===== src/rtl/regfile_wb_ctrl.sv =====
// Register-file writeback arbiter: ALU and load results share a 4-entry FIFO that drains one write per cycle.
// Optional read-after-write bypass of pending writes is enabled with `define WB_BYPASS_EN.
module regfile_wb_ctrl #(
  parameter int N = 8,
  parameter int M = 2
) (
  input  logic         clk,
  input  logic         rst_n,
  input  logic         alu_valid,
  input  logic [M-1:0] alu_addr,
  input  logic [N-1:0] alu_data,
  output logic         alu_ready,
  input  logic         mem_valid,
  input  logic [M-1:0] mem_addr,
  input  logic [N-1:0] mem_data,
  output logic         mem_ready,
  output logic         we,
  output logic [M-1:0] wa3,
  output logic [N-1:0] wd3,
  input  logic [M-1:0] a1,
  input  logic [M-1:0] a2,
  output logic         fwd1_hit,
  output logic         fwd2_hit,
  output logic [N-1:0] fwd1_data,
  output logic [N-1:0] fwd2_data,
  output logic         busy
);
  typedef struct packed {
    logic [M-1:0] addr;
    logic [N-1:0] data;
  } wb_ent_t;

  wb_ent_t [3:0] fifo;
  logic [2:0]    count;
  logic [1:0]    rptr, wptr;
  logic          acc_alu, acc_mem, pop;
  logic [2:0]    npush;

  // Readiness comes from the registered count only; during reset the queue is empty by definition.
  assign alu_ready = !rst_n || (count < 3'd4);
  assign mem_ready = !rst_n || (alu_valid ? (count < 3'd3) : (count < 3'd4));
  assign acc_alu   = rst_n && alu_valid && alu_ready;
  assign acc_mem   = rst_n && mem_valid && mem_ready;
  assign pop       = (count != 3'd0);
  assign npush     = {2'b00, acc_alu} + {2'b00, acc_mem};
  assign busy      = (count != 3'd0) || we;

  always_ff @(posedge clk) begin
    if (!rst_n) begin
      count <= '0;
      rptr  <= '0;
      wptr  <= '0;
      we    <= 1'b0;
      wa3   <= '0;
      wd3   <= '0;
    end else begin
      we <= pop;
      if (pop) begin
        wa3  <= fifo[rptr].addr;
        wd3  <= fifo[rptr].data;
        rptr <= rptr + 2'd1;
      end
      wptr  <= wptr + npush[1:0];
      count <= count + npush - {2'b00, pop};
    end
  end

  // Storage needs no reset: entries are only observed through count/pointers.
  always_ff @(posedge clk) begin
    if (acc_alu) fifo[wptr] <= '{addr: alu_addr, data: alu_data};
    if (acc_mem) fifo[acc_alu ? wptr + 2'd1 : wptr] <= '{addr: mem_addr, data: mem_data};
  end

`ifdef WB_BYPASS_EN
  logic [1:0][M-1:0] ra;
  logic [1:0]        hit;
  logic [1:0][N-1:0] fd;

  assign ra = {a2, a1};

  // Scan oldest to youngest so the last match wins: driven write, then FIFO head to tail.
  always_comb begin
    hit = '0;
    fd  = '0;
    for (int k = 0; k < 2; k++) begin
      if (we && wa3 == ra[k]) begin
        hit[k] = 1'b1;
        fd[k]  = wd3;
      end
      for (int i = 0; i < 4; i++) begin
        if (3'(i) < count && fifo[rptr + 2'(i)].addr == ra[k]) begin
          hit[k] = 1'b1;
          fd[k]  = fifo[rptr + 2'(i)].data;
        end
      end
    end
  end

  assign fwd1_hit  = hit[0];
  assign fwd2_hit  = hit[1];
  assign fwd1_data = fd[0];
  assign fwd2_data = fd[1];
`else
  logic unused_rd;
  assign unused_rd = ^{a1, a2};
  assign fwd1_hit  = 1'b0;
  assign fwd2_hit  = 1'b0;
  assign fwd1_data = '0;
  assign fwd2_data = '0;
`endif
endmodule


===== config.mk =====
export PLATFORM = sky130hd
export DESIGN_NAME = regfile_wb_ctrl
export DESIGN_NICKNAME = d
export VERILOG_FILES = /design/src/rtl/regfile_wb_ctrl.sv
export SDC_FILE = /design/constraint.sdc
export NUM_CORES = 1
export LEC_CHECK = 0
export CAP_MARGIN = 25
export CORE_UTILIZATION = 40
export CTS_CLUSTER_SIZE = 30
export DETAILED_ROUTE_END_ITERATION = 10
export PLACE_DENSITY = 0.62
export RECOVER_POWER = 100
export SYNTH_ARGS = -nofsm -noshare
export SYNTH_HDL_FRONTEND = slang
export SYNTH_SLANG_ARGS = --single-unit

===== constraint.sdc =====
create_clock -name clk -period 3.05 [get_ports clk]
set_clock_uncertainty 0.1 [all_clocks]
set_input_delay 0.915 -clock clk [delete_from_list [all_inputs] [get_ports clk]]
set_output_delay 0.915 -clock clk [all_outputs]
set_load 0.03 [all_outputs]

==> impl_metrics.toml <==
[setup_path]
crit_chain = "clkdlybuf4s50_1, and3_1, and4bb_2, ha_1, xnor2_1, ha_1, fa_1, xnor2_1, and2_0"
rr_worst_depth = 8
cp-start-kind = "primary input"
arrival_ns = 3.11
path_max_fanout = 3
critPathKind = "in -> reg"
r2r-end = "count[2]"
r2r_start = "count[0]"
worstPathRequired_ns = 3.18
max_stage_delay_ns = 0.48
slowest_stage = "clkdlybuf4s50_1"
reg2reg_slack_ns = 0.70
endpoint_kind = "flip-flop"

[cells_and_area]
final_net_count = 346
area_growth_pct = 21.8
drive_gt1_frac = 0.394
design_area_mm2 = 0.00378
final_util = 0.513
diodes = 0
finalNonFillerCells = 414

[clock_network]
numCtsBuffers = 9
clkSlewWorstSetupHoldPaths_ns = 0.07
insertion_delay_ns = 0.34
cts_resized = 0
cts_tree = "yes"
hold_buffers = 0
clk_path_buf_depth = 2
cts-root-buf = "clkbuf_8"
htree_levels = 3
cts_setup_buffers = 0
cts_sinks = 58

[sta]
fin_ws_ns = 0.0760
maxSlewHeadroom = 0.491
finalHoldViolCount = 0
worstMarginPinSlew_ns = 0.762
fmax_mhz = 336
final_max_slew_viol_count = 0
post-route-period-util = 0.975
finalSetupTns_ns = 0
period_minus_slack_ns = 2.97
setup_viol = 0
rsz0062_at_grt = "false"

[placement]
place_congestion = 0.684
dp_cells = 398
dpl_cell_area_mm2 = 0.00360
dp_hpwl_mm = 4.11
pre_cts_ws_ns = -0.282
io_buffers = 37

[power_and_ir_drop]
p_leak_nw = 1.53
comb_power_share = 0.435
switching_share = 0.339
power_density_mw_per_mm2 = 983
peakVddDrop_mv = 0.424
power_frac_seq = 0.373
p_sw_w = 0.00126
p_int_w = 0.00245
clock_power_share = 0.192

[logic_synthesis]
synth_area_leaders = "dfxtp_1 (37%), mux2_2 (28%), mux4_2 (7.3%), buf_4 (4.4%), ha_1 (2.8%)"
synth_cell_types = 36
synth_common_cells = "mux2_2 (78), dfxtp_1 (58), nand2_1 (23)"
synth.most_common_cell = "mux2_2"
synth_area_mm2 = 0.00310
synth_enable_flop_cells = 0
synth_top_area_frac = 0.374
synthArstFlopShare = 0
synthFlopType = "dfxtp_1"
synth-seq-area-share = 0.374
avgSynthCellArea_um2 = 11.9
yosys_warnings = 0
synthCells = 260
yosysTopAreaCell = "dfxtp_1"
ys_ff_latch = 58

[floorplanning]
fp.dieArea_mm2 = 0.00811
die_h_um = 90.0
coreArea_mm2 = 0.00737
io_pins = 60
start_util = 0.421
fp-row-count = 31
die_width_um = 90.0

[global_route]
gr-total-overflow = 0
antenna_found_initial = 0
grt_pass1_vias = 1941
grt_use_total = 0.162
grt_pass1_wl_mm = 9.98
grt_start_max_net_pins = 21

[min_path]
holdPathStages = 2
min_path_type = "reg -> reg"
hold_path_end = "wd3[5]"
worstHoldStart = "wd3[5]"

[outcome]
status = "finished clean"

[route]
via_per_inst = 4.81
antenna_left = 0
dr.pass1.iters = 4
drcViolationCount = 0
drt-initial-drc-count = 41
dr_total_vias = 1990
wire_per_inst_um = 14.5
finalWirelength_mm = 6.01

[run]
max_cap_viol_count = 0
-- layout by cell type (no fill, tap or decap), drive strengths merged, types with 2 or more instances in the layout --
cell type      synthesis  final
conb                   1     18
clkinvlp               0      3
and2                   7      7
mux4                  10     10
clkdlybuf4s50          0     23
dfxtp                 58     58
dlygate4sd3            0     12
and4bb                 2      2
buf                   20      9
nor2                   3      3
ha                     7      7
clkbuf                 5     13
and3b                  3      3
nand2                 29     29
nand2b                 2      2
xor2                   2      2
inv                    5      5
clkinv                 0      2
xnor2                  4      4
a21boi                10     10
mux2                  81     81
-- area by class of cell --
cell class / count / area, um^2
well taps: 99 / 124
inverters: 5 / 18.8
repair buffers: 47 / 467
multi-input cells: 189 / 1800
fillers: 695 / 3590
flip-flops and latches: 58 / 1160
clock inverters: 6 / 66.3
clock buffers: 10 / 138
-- cells by family after synthesis --
logic type	after synthesis	synth area share
AOI/OAI and AO/OA	14	0.0395
xor gates and xnor gates	6	0.0169
adders and majority gates	8	0.0347
buffers and inverters	30	0.0609
DFF	58	0.374
muxes	92	0.375
other	1	0.00121
and+or+nand+nor	51	0.0968
-- worst max-delay path by stage --
stage | cells after the start | start | to
floorplan | 8 | alu_valid | count[2]
global placement | 9 | alu_valid | count[2]
detailed placement | 9 | alu_valid | count[2]
CTS | 9 | alu_valid | count[2]
global route | 4 | rst_n | mem_ready
finish | 9 | alu_valid | count[2]
-- metrics by stage --
step           hold slack (ns)  total power (W)
3_3_place_gp             0.349          0.00303
3_5_place_dp             0.359          0.00308
4_1_cts                  0.366          0.00381
2_1_floorplan            0.452          0.00263
6_report                 0.355          0.00371
5_1_grt                  0.378          0.00398
-- critical path, delay by kind of cell --
kind                       cells  cell delay (ns)
and+or+nand+nor                3             0.56
xor gates and xnor gates       2             0.27
adders and majority gates      3             0.88
buffers and inverters          1             0.48
-- registers in the layout, indices dropped and copies added (netlist names) --
register and cells:
fifo 40, wptr 2, wa3 2, rptr 2, we 1, wd3 8
count 3
-- metal layers --
| metal | track usage | routed length [um] | up-vias |
|---|---|---|---|
| li1 | - | - | 992 |
| met1 | 0.213 | 2850 | 933 |
| met2 | 0.249 | 2830 | 63 |
| met3 | 0.0609 | 314 | 2 |
| met4 | 0.0403 | 17 | 0 |
| met5 | 0 | 0 | - |
-- power by group through the flow --
stage / logic, W / registers (W) / clock network, W
6_report: 0.00161 / 0.00138 / 0.000714
5_1_grt: 0.00178 / 0.00143 / 0.000769
4_1_cts: 0.00168 / 0.00139 / 0.000734
3_5_place_dp: 0.00167 / 0.00141 / 0
3_3_place_gp: 0.00164 / 0.00140 / 0
2_1_floorplan: 0.00120 / 0.00143 / 0
No activity file was read; power rests on OpenSTA's default activity.
